## src/rtl/spi_reg_bank_if.sv

```systemverilog
// Bus between the SPI slave driver (master side) and the register bank (slave side).
// Carries the write strobe/address/data, the read-enable burst and the returned read data.
interface spi_reg_bank_if #(
   parameter int DATA_WIDTH = 32,
   parameter int ADDR_WIDTH = 16
);
   logic                  slave_wr_en;
   logic [ADDR_WIDTH-1:0] slave_addr;
   logic [DATA_WIDTH-1:0] slave_wr_data;
   logic                  slave_rd_en;
   logic                  slave_rd_vld;
   logic [DATA_WIDTH-1:0] slave_rd_data;

   modport master (
      output slave_wr_en, slave_addr, slave_wr_data, slave_rd_en,
      input  slave_rd_vld, slave_rd_data
   );

   modport slave (
      input  slave_wr_en, slave_addr, slave_wr_data, slave_rd_en,
      output slave_rd_vld, slave_rd_data
   );
endinterface

```

## src/rtl/spi_reg_bank.sv

```systemverilog
// SPI register bank: RW control registers, RO status words, sticky maskable IRQ, 2-cycle read pipe.
// Define SPI_REG_WDT_EN to build the inactivity watchdog that clears the control registers.
module spi_reg_bank #(
   parameter int                    DATA_WIDTH = 32,
   parameter int                    ADDR_WIDTH = 16,
   parameter int                    REG_NUM    = 16,
   parameter logic [ADDR_WIDTH-1:0] BASE_ADDR  = '0,
   parameter int                    WDT_CYCLES = 100_000_000
) (
   input  logic                          clk_i,
   input  logic                          rst_i,
   spi_reg_bank_if.slave                 slave_if,
   output logic [REG_NUM*DATA_WIDTH-1:0] ctrl_reg_o,
   output logic [REG_NUM-1:0]            ctrl_wr_pulse_o,
   input  logic [4*DATA_WIDTH-1:0]       sta_reg_i,
   input  logic [DATA_WIDTH-1:0]         irq_src_i,
   output logic                          irq_o,
   output logic                          wdt_expire_o
);

   localparam int IDX_W = (REG_NUM > 1) ? $clog2(REG_NUM) : 1;
   localparam int OFF_W = ADDR_WIDTH - 2;
   localparam logic [ADDR_WIDTH-1:0] ADDR_PEND = ADDR_WIDTH'(32'h200);
   localparam logic [ADDR_WIDTH-1:0] ADDR_MASK = ADDR_WIDTH'(32'h204);
   localparam logic [ADDR_WIDTH-1:0] ADDR_ID   = ADDR_WIDTH'(32'h3FC);
   localparam logic [DATA_WIDTH-1:0] ID_VALUE  = DATA_WIDTH'(32'h5350_4901);
   localparam logic [DATA_WIDTH-1:0] UNMAPPED  = DATA_WIDTH'(32'hDEAD_BEEF);

   logic [DATA_WIDTH-1:0] ctrlReg_q [REG_NUM];
   logic [REG_NUM-1:0]    ctrlWrPulse_q;
   logic [DATA_WIDTH-1:0] irqPending_q, irqPending_d, irqMask_q, w1cData;
   logic                  irq_q;
   logic                  rdVld1_q, rdVld2_q;
   logic [DATA_WIDTH-1:0] rdWord_q, rdData_q, rdWord;
   logic                  wdtClear;

   logic [ADDR_WIDTH-1:0] off;
   logic [OFF_W-1:0]      wordIdx;
   logic [IDX_W-1:0]      ctrlSel;
   logic                  aligned, ctrlHit, staHit, pendHit, maskHit, idHit;

   // Offset arithmetic wraps modulo 2^ADDR_WIDTH; any misaligned offset is unmapped.
   assign off     = slave_if.slave_addr - BASE_ADDR;
   assign wordIdx = off[ADDR_WIDTH-1:2];
   assign ctrlSel = wordIdx[IDX_W-1:0];
   assign aligned = (off[1:0] == 2'b00);
   assign ctrlHit = aligned && (wordIdx < OFF_W'(REG_NUM));
   assign staHit  = aligned && (off[ADDR_WIDTH-1:4] == (ADDR_WIDTH-4)'(16));
   assign pendHit = (off == ADDR_PEND);
   assign maskHit = (off == ADDR_MASK);
   assign idHit   = (off == ADDR_ID);

   always_ff @(posedge clk_i or posedge rst_i) begin
      if (rst_i) begin
         for (int k = 0; k < REG_NUM; k++) ctrlReg_q[k] <= '0;
         ctrlWrPulse_q <= '0;
      end else begin
         ctrlWrPulse_q <= '0;
         if (wdtClear) begin
            for (int k = 0; k < REG_NUM; k++) ctrlReg_q[k] <= '0;
         end else if (slave_if.slave_wr_en && ctrlHit) begin
            ctrlReg_q[ctrlSel]     <= slave_if.slave_wr_data;
            ctrlWrPulse_q[ctrlSel] <= 1'b1;
         end
      end
   end

   // A source that is active while its bit is being cleared keeps the bit set.
   assign w1cData      = (slave_if.slave_wr_en && pendHit) ? slave_if.slave_wr_data : '0;
   assign irqPending_d = (irqPending_q & ~w1cData) | irq_src_i;

   always_ff @(posedge clk_i or posedge rst_i) begin
      if (rst_i) begin
         irqPending_q <= '0;
         irqMask_q    <= '0;
         irq_q        <= 1'b0;
      end else begin
         irqPending_q <= irqPending_d;
         if (slave_if.slave_wr_en && maskHit) irqMask_q <= slave_if.slave_wr_data;
         irq_q <= |(irqPending_q & irqMask_q);
      end
   end

   always_comb begin
      rdWord = UNMAPPED;
      if (ctrlHit) begin
         rdWord = ctrlReg_q[ctrlSel];
      end else if (staHit) begin
         case (off[3:2])
            2'd0:    rdWord = sta_reg_i[0*DATA_WIDTH +: DATA_WIDTH];
            2'd1:    rdWord = sta_reg_i[1*DATA_WIDTH +: DATA_WIDTH];
            2'd2:    rdWord = sta_reg_i[2*DATA_WIDTH +: DATA_WIDTH];
            default: rdWord = sta_reg_i[3*DATA_WIDTH +: DATA_WIDTH];
         endcase
      end else if (pendHit) begin
         rdWord = irqPending_q;
      end else if (maskHit) begin
         rdWord = irqMask_q;
      end else if (idHit) begin
         rdWord = ID_VALUE;
      end
   end

   // Stage 1 captures pre-write register values, so a same-cycle write is not visible to the read.
   always_ff @(posedge clk_i or posedge rst_i) begin
      if (rst_i) begin
         rdVld1_q <= 1'b0;
         rdVld2_q <= 1'b0;
         rdWord_q <= '0;
         rdData_q <= '0;
      end else begin
         rdVld1_q <= slave_if.slave_rd_en;
         rdVld2_q <= rdVld1_q;
         if (slave_if.slave_rd_en) rdWord_q <= rdWord;
         if (rdVld1_q) rdData_q <= rdWord_q;
      end
   end

`ifdef SPI_REG_WDT_EN
   localparam int WDT_W = (WDT_CYCLES > 1) ? $clog2(WDT_CYCLES) : 1;
   localparam logic [WDT_W-1:0] WDT_LAST = WDT_W'(WDT_CYCLES - 1);

   logic [WDT_W-1:0] wdtCnt_q, wdtCnt_d;
   logic             wdtFired_q, wdtFired_d, wdtExpire_q;

   // The fired flag makes expiry one-shot until the driver touches the bank again.
   always_comb begin
      wdtCnt_d   = wdtCnt_q;
      wdtFired_d = wdtFired_q;
      wdtClear   = 1'b0;
      if (slave_if.slave_wr_en || slave_if.slave_rd_en) begin
         wdtCnt_d   = '0;
         wdtFired_d = 1'b0;
      end else if (wdtCnt_q == WDT_LAST) begin
         if (!wdtFired_q) begin
            wdtClear   = 1'b1;
            wdtFired_d = 1'b1;
         end
      end else begin
         wdtCnt_d = wdtCnt_q + 1'b1;
      end
   end

   always_ff @(posedge clk_i or posedge rst_i) begin
      if (rst_i) begin
         wdtCnt_q    <= '0;
         wdtFired_q  <= 1'b0;
         wdtExpire_q <= 1'b0;
      end else begin
         wdtCnt_q    <= wdtCnt_d;
         wdtFired_q  <= wdtFired_d;
         wdtExpire_q <= wdtClear;
      end
   end

   assign wdt_expire_o = wdtExpire_q;
`else
   assign wdtClear     = 1'b0;
   assign wdt_expire_o = 1'b0;
`endif

   for (genvar k = 0; k < REG_NUM; k++) begin : g_ctrlOut
      assign ctrl_reg_o[k*DATA_WIDTH +: DATA_WIDTH] = ctrlReg_q[k];
   end

   assign ctrl_wr_pulse_o        = ctrlWrPulse_q;
   assign irq_o                  = irq_q;
   assign slave_if.slave_rd_vld  = rdVld2_q;
   assign slave_if.slave_rd_data = rdData_q;

endmodule

```

## src/flat_wrapper.sv

```systemverilog
// flat-port wrapper written by rule: the top's interface ports become plain ports
module spi_reg_bank_flat 
#(
   parameter int                    DATA_WIDTH = 32,
   parameter int                    ADDR_WIDTH = 16,
   parameter int                    REG_NUM    = 16,
   parameter logic [ADDR_WIDTH-1:0] BASE_ADDR  = '0,
   parameter int                    WDT_CYCLES = 100_000_000
)
  (clk_i, rst_i, ctrl_reg_o, ctrl_wr_pulse_o, sta_reg_i, irq_src_i, irq_o, wdt_expire_o, slave_if_slave_wr_en, slave_if_slave_addr, slave_if_slave_wr_data, slave_if_slave_rd_en, slave_if_slave_rd_vld, slave_if_slave_rd_data);
  spi_reg_bank_if #(.DATA_WIDTH(DATA_WIDTH), .ADDR_WIDTH(ADDR_WIDTH)) slave_if_i ();
  input  logic clk_i;
  input  logic rst_i;
  output logic [REG_NUM*DATA_WIDTH-1:0] ctrl_reg_o;
  output logic [REG_NUM-1:0] ctrl_wr_pulse_o;
  input  logic [4*DATA_WIDTH-1:0] sta_reg_i;
  input  logic [DATA_WIDTH-1:0] irq_src_i;
  output logic irq_o;
  output logic wdt_expire_o;
  input wire logic [$bits(slave_if_i.slave_wr_en)-1:0] slave_if_slave_wr_en;
  input wire logic [$bits(slave_if_i.slave_addr)-1:0] slave_if_slave_addr;
  input wire logic [$bits(slave_if_i.slave_wr_data)-1:0] slave_if_slave_wr_data;
  input wire logic [$bits(slave_if_i.slave_rd_en)-1:0] slave_if_slave_rd_en;
  output wire logic [$bits(slave_if_i.slave_rd_vld)-1:0] slave_if_slave_rd_vld;
  output wire logic [$bits(slave_if_i.slave_rd_data)-1:0] slave_if_slave_rd_data;
  assign slave_if_i.slave_wr_en = slave_if_slave_wr_en;
  assign slave_if_i.slave_addr = slave_if_slave_addr;
  assign slave_if_i.slave_wr_data = slave_if_slave_wr_data;
  assign slave_if_i.slave_rd_en = slave_if_slave_rd_en;
  assign slave_if_slave_rd_vld = slave_if_i.slave_rd_vld;
  assign slave_if_slave_rd_data = slave_if_i.slave_rd_data;
  spi_reg_bank #(.DATA_WIDTH(DATA_WIDTH), .ADDR_WIDTH(ADDR_WIDTH), .REG_NUM(REG_NUM), .BASE_ADDR(BASE_ADDR), .WDT_CYCLES(WDT_CYCLES)) u_core (.clk_i(clk_i), .rst_i(rst_i), .slave_if(slave_if_i), .ctrl_reg_o(ctrl_reg_o), .ctrl_wr_pulse_o(ctrl_wr_pulse_o), .sta_reg_i(sta_reg_i), .irq_src_i(irq_src_i), .irq_o(irq_o), .wdt_expire_o(wdt_expire_o));
endmodule
```

## config.mk

```make
export PLATFORM = sky130hd
export DESIGN_NAME = spi_reg_bank_flat
export DESIGN_NICKNAME = d
export VERILOG_FILES = /design/src/rtl/spi_reg_bank_if.sv /design/src/rtl/spi_reg_bank.sv /design/src/flat_wrapper.sv
export SDC_FILE = /design/constraint.sdc
export NUM_CORES = 1
export LEC_CHECK = 0
export ABC_CLOCK_PERIOD_IN_PS = 28200
export CAP_MARGIN = 15
export CORE_AREA = 2 2 299 301
export DETAILED_ROUTE_END_ITERATION = 10
export DIE_AREA = 0 0 301 303
export PLACE_DENSITY = 0.61
export SLEW_MARGIN = 10
export SYNTH_ARGS = -nofsm -noshare
export SYNTH_HDL_FRONTEND = slang
export SYNTH_SLANG_ARGS = --single-unit
```

## constraint.sdc

```tcl
create_clock -name clk_i -period 28.2 [get_ports clk_i]
set_clock_uncertainty 0.1 [all_clocks]
set_input_delay 5.64 -clock clk_i [delete_from_list [all_inputs] [get_ports clk_i]]
set_output_delay 5.64 -clock clk_i [all_outputs]
set_load 0.05 [all_outputs]
```

# Yosys cells after proc, flatten, opt, wreduce, memory -nomap -nowiden
# Index checks and enable logic that the tools add are counted.
# op_classes
order_cmp,5
eq_ne,6
n_reduce_logical,10
bitwise,5
n_mux,16
# op_table
operator,n
512-bit bitwise mux,1
32-bit two-way mux,9
32-bit binary-select mux with 4-bit select,1
32-bit demux with 4-bit select,1
32-bit one-hot mux with 3 select lines,1
32-bit bitwise AND,2
16-bit by 10-bit equality test with 1-bit output (second input constant),3
32-bit NOT,1
32-bit OR,1
32-bit OR reduction,1
16-bit two-way mux,1
14-bit by 5-bit less-than comparator with 1-bit output (second input constant),1
12-bit by 5-bit equality test with 1-bit output (second input constant),1
1-bit logical AND,7
5-bit greater-or-equal comparator (second input constant),1
4-bit by 5-bit less-than comparator with 1-bit output (second input constant),1
5-bit by 1-bit less-than comparator with 1-bit output (second input constant),1
4-bit NOT with 5-bit output,1
1-bit demux with 4-bit select,1
4-bit by 1-bit greater-or-equal comparator with 1-bit output (second input constant),1
2-bit logical NOT,2
2-bit by 1-bit equality test with 1-bit output (second input constant),1
2-bit equality test (second input constant),1
1-bit two-way mux,1
# word_totals
regBits,659
in_bits,212
output_inout_bits,563

# Longest topological paths before layout
# Gate-level depths: netlist of run 1.
# logic_depth
word_depth,6
depth_mapped,9
depth_no_buf,5

# Least setup slack after synthesis of run 1
# No wires, ideal clock.
# synth_timing
path_kind,input-to-reg
startpoint,input slave_if_slave_addr[15]
endpoint,"register u_core.ctrlReg_q, in the netlist u_core.ctrl_reg_o[480]"
path_stages,7
path_buffers,2
path_slack_ns,20.401
arrival_time_ns,7.574
cell_sequence,or4_1 buf_2 nor3_4 nand4_4 nor2_4 buf_6 mux2_2
# synth_between
elab_chain_len,3
# synth_lines
element,line,text
"start, declared",flat_wrapper.sv:21,input wire logic [$bits(slave_if_i.slave_addr)-1:0] slave_if_slave_addr;
14-bit by 5-bit less-than comparator with 1-bit output,spi_reg_bank.sv:47,assign ctrlHit = aligned && (wordIdx < OFF_W'(REG_NUM));
1-bit logical AND,spi_reg_bank.sv:47,
1-bit logical AND,spi_reg_bank.sv:61,end else if (slave_if.slave_wr_en && ctrlHit) begin
"end signal, assigned by index",spi_reg_bank.sv:62,ctrlReg_q[ctrlSel] <= slave_if.slave_wr_data;
"end, declared",spi_reg_bank.sv:29,logic [DATA_WIDTH-1:0] ctrlReg_q [REG_NUM];
# No other way between the ends.
# A chain may end at the register's enable or synchronous reset.

# Worst setup path after layout of run 1
# layout_timing
startpoint,input slave_if_slave_addr[15]
endpoint,"register u_core.ctrlReg_q, in the netlist u_core.ctrl_reg_o[391]"
# Same word-level chain as after synthesis.

==> results of run 1 <==
## routing by layer
metal	track usage [%]	vias up	share of wire, %
met1	35.23	11980	40
met3	5.965	209	7.3
met5	0	-	0.048
met2	47.29	1004	50
met4	9.559	10	3.1
li1	-	9147	-
## metrics by stage
| step | instances | hold slack, ns |
|---|---|---|
| final | 3983 | 0.3923 |
| after global routing | 3980 | 0.4242 |
| after CTS | 3973 | 0.3938 |
| after detailed placement | 3833 | 0.3910 |
| after global placement | 3833 | 0.3805 |
| after floorplan | 2023 | 0.2519 |
## flip-flops by register name, indices dropped and copies added (netlist names)
name,count
u_core.rdVld1_q,1
u_core.irqMask_q,32
u_core.ctrl_reg_o,512
u_core.slave_if.slave_rd_vld,1
u_core.irq_o,1
u_core.slave_if.slave_rd_data,32
u_core.ctrl_wr_pulse_o,16
u_core.irqPending_q,32
u_core.rdWord_q,32
## path summary, 6_finish.rpt
| check | start | endpoint | slack (ns) |
|---|---|---|---|
| worst max-delay path | slave_if_slave_addr[15] | u_core.ctrl_reg_o[391] | 19.06 |
| worst min-delay path | u_core.rdWord_q[20] | u_core.slave_if.slave_rd_data[20] | 0.39 |
| worst max register to register | u_core.ctrl_reg_o[138] | u_core.rdWord_q[10] | 25.79 |
| worst min register to register | u_core.rdWord_q[20] | u_core.slave_if.slave_rd_data[20] | 0.39 |
| max in group asynchronous | rst_i | u_core.ctrl_reg_o[227] | 19.29 |
| min in group asynchronous | rst_i | u_core.ctrl_reg_o[303] | 5.49 |
## cells by family after synthesis
| logic type | Yosys count |
|---|---|
| AND/OR/NAND/NOR | 172 |
| AO/OA/AOI/OAI | 234 |
| other | 1 |
| flip-flops | 659 |
| buffers and inverters | 172 |
| multiplexers | 785 |
## power groups by stage
stage	registers, mW	logic (mW)	clock network (mW)
6_report	0.957	0.159	1.07
4_1_cts	0.956	0.161	1.09
5_1_grt	0.957	0.169	1.13
3_3_place_gp	0.973	0.159	0
3_5_place_dp	0.973	0.160	0
2_1_floorplan	0.987	0.0652	0
## Yosys cell counts, types with 12 or more instances
library cell / count
dfrtp_1: 659
mux2_2: 577
mux4_2: 144
clkbuf_1: 76
a22oi_1: 59
mux2_1: 50
nor2_1: 48
nand2_1: 45
a21oi_1: 39
buf_6: 33
a21o_1: 32
buf_2: 32
a221oi_1: 31
o21ai_0: 29
buf_1: 23
a32oi_1: 16
nand3_1: 15
mux2i_1: 14
nor2_4: 12
## worst max-delay path, delay by kind of cell
kind / cells / cell delay, ns
multiplexers: 1 / 0.39
AND/OR/NAND/NOR: 4 / 2.52
buffers and inverters: 2 / 0.96
## area by class of cell
type	count	area, um^2	share of cell area, %
clock inverter	32	495.5	1.179
inverter	3	18.77	0.04465
sequential	659	16490	39.24
clock buffer	108	2235	5.317
tap	1165	1458	3.468
multi-input combinational	1192	13240	31.49
antenna	10	25.02	0.05954
timing repair buffer	814	8070	19.20
==> summary.md, run 1 <==
| Metric | Value |
|---|---|
| Slew @ Worst Pin | `1.190 ns` |
| XOR/XNOR share of the synthesized area | `0%` |
| Reg2Reg Depth | `4` |
| Commonest cells after routing, fill and taps aside | `769 x clkdlybuf4s50_1, 658 x dfrtp_1, 577 x mux2_2, 144 x mux4_2, 78 x clkbuf_16` |
| Power per Cell Area | `51.99 nW/um^2` |
| Synthesized netlist cell count | `2023` |
| Rel. slew slack | `20.45%` |
| Post-synth EDFFs | `0` |
| Pint | `1.661 mW` |
| Commonest non-fill, non-tap cell in the layout | `clkdlybuf4s50_1` |
| Final period util | `32.42%` |
| Post-synth net total | `2235` |
| Min-Delay Path Class | `register to register` |
| GRT Resource Usage Total | `27.83%` |
| Syn Std Cell Area | `30580 um^2` |
| # fillers | `7677` |
| Insertion delay to the later sink of the worst-skew pair | `0.64 ns` |
| Max frequency | `109.4 MHz` |
| CP max stage cell | `nor4_2` |
| # clock sinks | `659` |
| Crit start category | `primary input` |
| Post-synth top flop | `dfrtp_1` |
| DP Worst Slack | `18.50 ns` |
| DR pass1 iterations | `7` |
| Status | `finished clean` |
| Crit. End Element | `register` |
| Hold Path Stages | `1` |
| CP arrival | `9.54 ns` |
| Reg power frac | `43.8%` |
| WS Path Type | `primary input to register` |
| Synthesis Warnings | `0` |
| Post-synthesis mux area share | `34.15%` |
| Largest family of logic cells by synthesized area | `multiplexers` |
| Req. time, crit path | `28.60 ns` |
| Cells along the critical path | `clkdlybuf4s50_1, nor4_2, nand4_1, or4b_4, nor2_4, buf_4, mux2_2` |
| RSZ-0062 raised after global routing | `false` |
| CTS Hold Bufs | `0` |
| Tot Pwr | `2.185 mW` |
| Final WS setup | `19.06 ns` |
| Synth Area in Adders | `0%` |
| Sw frac | `24.00%` |
| Die W | `301 um` |
| Setup bufs post-CTS | `0` |
| Logic pwr share | `7.3%` |
| Post-CTS resize count | `0` |
| Die H | `303 um` |
| Shortest period the worst path allows | `9.141 ns` |
| Final setup viols | `0` |
| GP Congestion | `0.8966` |
| Setup TNS | `0 ns` |
| Clock Pin Slew Worst Setup and Hold Paths | `0.06 ns` |
| Layout cells sized above 1 | `33.44%` |
| Area leader, netlist | `dfrtp_1` |
| I/O Pins | `775` |
| Worst vdd ir | `0.00004738 V` |
| Dominant cells by area after synthesis | `dfrtp_1 54%, mux2_2 21%, mux4_2 11%` |
| NetSw | `0.5244 mW` |
| Asr flop ratio synth | `100.0%` |
| Initial antenna violation count | `16` |
| Total CTS buffers | `77` |
| Largest net degree at the start of global routing | `156` |
| Post-synthesis sequential area ratio | `53.93%` |
| Root Buffer | `clkbuf_16` |
| Finished Core Util | `47.78%` |
| CP max FO | `17` |
| ANT nets after route | `0` |
| Area Growth Syn to Fin | `37.45%` |
| GRT overflow | `0` |
| Core Area | `87970 um^2` |
| First-pass GRT wire length | `179.9 mm` |
| Post-Synth Simple-Gate Area | `3.298%` |
| Synth Area in Compound Gates | `5.503%` |
| Vias/cell | `5.611` |
| Yosys top cell area share | `53.93%` |
| Clock power frac | `48.9%` |
| #FFs+latches synth | `659` |
| CTS tree | `yes` |
| Number of global-route vias before repair | `23430` |
| Placed Area | `39280 um^2` |
| Longest Clk Path Bufs | `3` |
| Total Wirelength | `129.4 mm` |
| H-tree level count | `3` |
| DR vias | `22350` |
| Drt drc | `0` |
| Yosys cell types | `52` |
| Leakage | `18.28 nW` |
| DRT iter0 DRCs | `1531` |
| Dpl hpwl | `91.81 mm` |
| Port Buffers | `773` |
| Crit-path max cell delay | `0.71 ns` |
| Fin. Hold Viols | `0` |
| Initial Utilization | `34.76%` |
| Row count | `109` |
| Max Cap Viol | `0` |
| Avg Inst Size Synth | `15.12 um^2` |
| DIE AREA | `91200 um^2` |
| Nets | `2959` |
| DR WL/cell | `32.50 um` |
| Max Slew Vio Count | `0` |
| Final instance area | `42030 um^2` |
(Power assumes the default switching activity.)
==> run 2, diff against run 1 <==
- ABC_CLOCK_PERIOD_IN_PS: 28200 -> 8990
- clock period: 28.2 -> 8.99 ns (I/O delays scaled with it)
==> run 2 against run 1 <==
  * Sequential power rose to 3.1 times the previous value
  * Critical path type unchanged
  * Largest cell class unchanged
  * Routed wire length is 1.5% higher
  * Combinational power rose to 3.2 times the previous value
  * Critical path depth unchanged
  * Largest power group unchanged
  * Die area stayed put
==> summary.md, run 2 (same netlist as run 1, synthesis figures left out) <==
| Metric | Value |
|---|---|
| Total Wirelength | `131.4 mm` |
| Pint | `5.056 mW` |
| Largest net degree at the start of global routing | `163` |
| Sw frac | `24.59%` |
| Commonest cells after routing, fill and taps aside | `768 x clkdlybuf4s50_1, 658 x dfrtp_1, 577 x mux2_2, 144 x mux4_2, 76 x clkbuf_16` |
| Worst vdd ir | `0.0001412 V` |
| GR Layer Usage met2 | `48.08%` |
| Initial antenna violation count | `22` |
| Insertion delay to the later sink of the worst-skew pair | `0.63 ns` |
| Final WS setup | `3.568 ns` |
| Drt drc | `0` |
| Max frequency | `184.4 MHz` |
| RSZ-0062 raised after global routing | `false` |
| WS Path Type | `primary input to register` |
| Sequential standard cell area | `16490 um^2` |
| Rel. slew slack | `21.05%` |
| Layout cells sized above 1 | `33.39%` |
| Leakage | `18.20 nW` |
| Multi-input gate area | `13230 um^2` |
| CP arrival | `5.81 ns` |
| DIE AREA | `91200 um^2` |
| Die H | `303 um` |
| Req. time, crit path | `9.38 ns` |
| # fillers | `7619` |
| CTS tree | `yes` |
| Vias/cell | `5.652` |
| Crit start category | `primary input` |
| GRT overflow | `0` |
| Logic pwr share | `7.5%` |
| Max Slew Vio Count | `0` |
| DR vias | `22500` |
| Clock power frac | `47.7%` |
| Die W | `301 um` |
| Setup bufs post-CTS | `0` |
| Post-CTS resize count | `0` |
| I/O Pins | `775` |
| Reg power frac | `44.8%` |
| CTS Hold Bufs | `0` |
| Slew @ Worst Pin | `1.184 ns` |
| DR pass1 iterations | `5` |
| Row count | `109` |
| Final period util | `60.31%` |
| NetSw | `1.649 mW` |
| Min-Delay Path Class | `register to register` |
| Power per Cell Area | `160.0 nW/um^2` |
| GRT Resource Usage Total | `28.34%` |
| Final setup viols | `0` |
| Crit. End Element | `register` |
| GRT met1 Usage | `35.42%` |
| Area Growth Syn to Fin | `37.01%` |
| Commonest non-fill, non-tap cell in the layout | `clkdlybuf4s50_1` |
| First-pass GRT wire length | `183.5 mm` |
| DRT iter0 DRCs | `1631` |
| Dpl hpwl | `93.34 mm` |
| Port Buffers | `773` |
| CP max FO | `18` |
| DR WL/cell | `33.00 um` |
| Root Buffer | `clkbuf_16` |
| Initial Utilization | `34.76%` |
| Status | `finished clean` |
| Shortest period the worst path allows | `5.422 ns` |
| Nets | `2960` |
| Total CTS buffers | `75` |
| H-tree level count | `3` |
| Longest Clk Path Bufs | `3` |
| Fin. Hold Viols | `0` |
| DP Worst Slack | `2.982 ns` |
| GP Congestion | `0.8544` |
| Max Cap Viol | `0` |
| Core Area | `87970 um^2` |
| Tot Pwr | `6.705 mW` |
| GR Util met3 | `6.688%` |
| Number of global-route vias before repair | `23740` |
| Clock Pin Slew Worst Setup and Hold Paths | `0.06 ns` |
| Most Used Layer, Global Route | `met2` |
| # clock sinks | `659` |
| ANT nets after route | `0` |
| Max reg flops | `512` |
-- run 2: final timing paths --
check | from | to | slack [ns] | cells past startpoint
max in group asynchronous | rst_i | u_core.ctrl_reg_o[480] | 5.10 | 4
worst min register to register | u_core.rdWord_q[11] | u_core.slave_if.slave_rd_data[11] | 0.40 | 1
min in group asynchronous | rst_i | u_core.ctrl_reg_o[184] | 1.58 | 2
worst max register to register | u_core.ctrl_reg_o[202] | u_core.rdWord_q[10] | 6.47 | 4
worst max-delay path | slave_if_slave_addr[14] | u_core.ctrl_reg_o[1] | 3.57 | 7
worst min-delay path | u_core.rdWord_q[11] | u_core.slave_if.slave_rd_data[11] | 0.40 | 1
-- run 2: critical path, cell delays in order --
cell,delay (ns)
clkdlybuf4s50_1,0.50
nor4_2,0.77
nand4_1,0.44
or4b_4,0.68
nor2_4,0.66
buf_4,0.51
mux2_2,0.40
-- run 2: power by group through the flow --
stage                     clock network, mW  registers (mW)  logic, mW
after global placement                    0            3.06      0.501
after detailed placement                  0            3.06      0.505
after global routing                   3.38            3.00      0.533
final                                  3.20            3.00      0.505
after CTS                              3.25            3.00      0.507
after floorplan                           0            3.10      0.205
-- run 2: metal layers --
layer,routed length [um],part of all wire (%)
met5,131,0.10
met4,4103,3.1
met2,65540,50
met1,51630,39
met3,9950,7.6
-- run 2: through the flow --
step / setup TNS (ns) / hold slack (ns) / std cells / area, um^2 / util (%)
2_1_floorplan: -1262.97 / 0.2519 / 2023 / 30580 / -
3_3_place_gp: 0 / 0.3820 / 3836 / 39310 / 44.69
3_5_place_dp: 0 / 0.3949 / 3836 / 39310 / 44.69
4_1_cts: 0 / 0.4086 / 3968 / 41870 / 47.59
5_1_grt: 0 / 0.4276 / 3980 / 41900 / 47.63
6_report: 0 / 0.4045 / 3981 / 41900 / 47.63
-- run 2: final cells by class --
class	count	share of cell area, %
clock buffers	102	5.107
inverters	3	0.03584
well taps	1165	3.479
multi-input cells	1192	31.58
diodes	13	0.07764
flip-flops and latches	659	39.36
clock inverters	30	0.9944
repair buffers	817	19.36
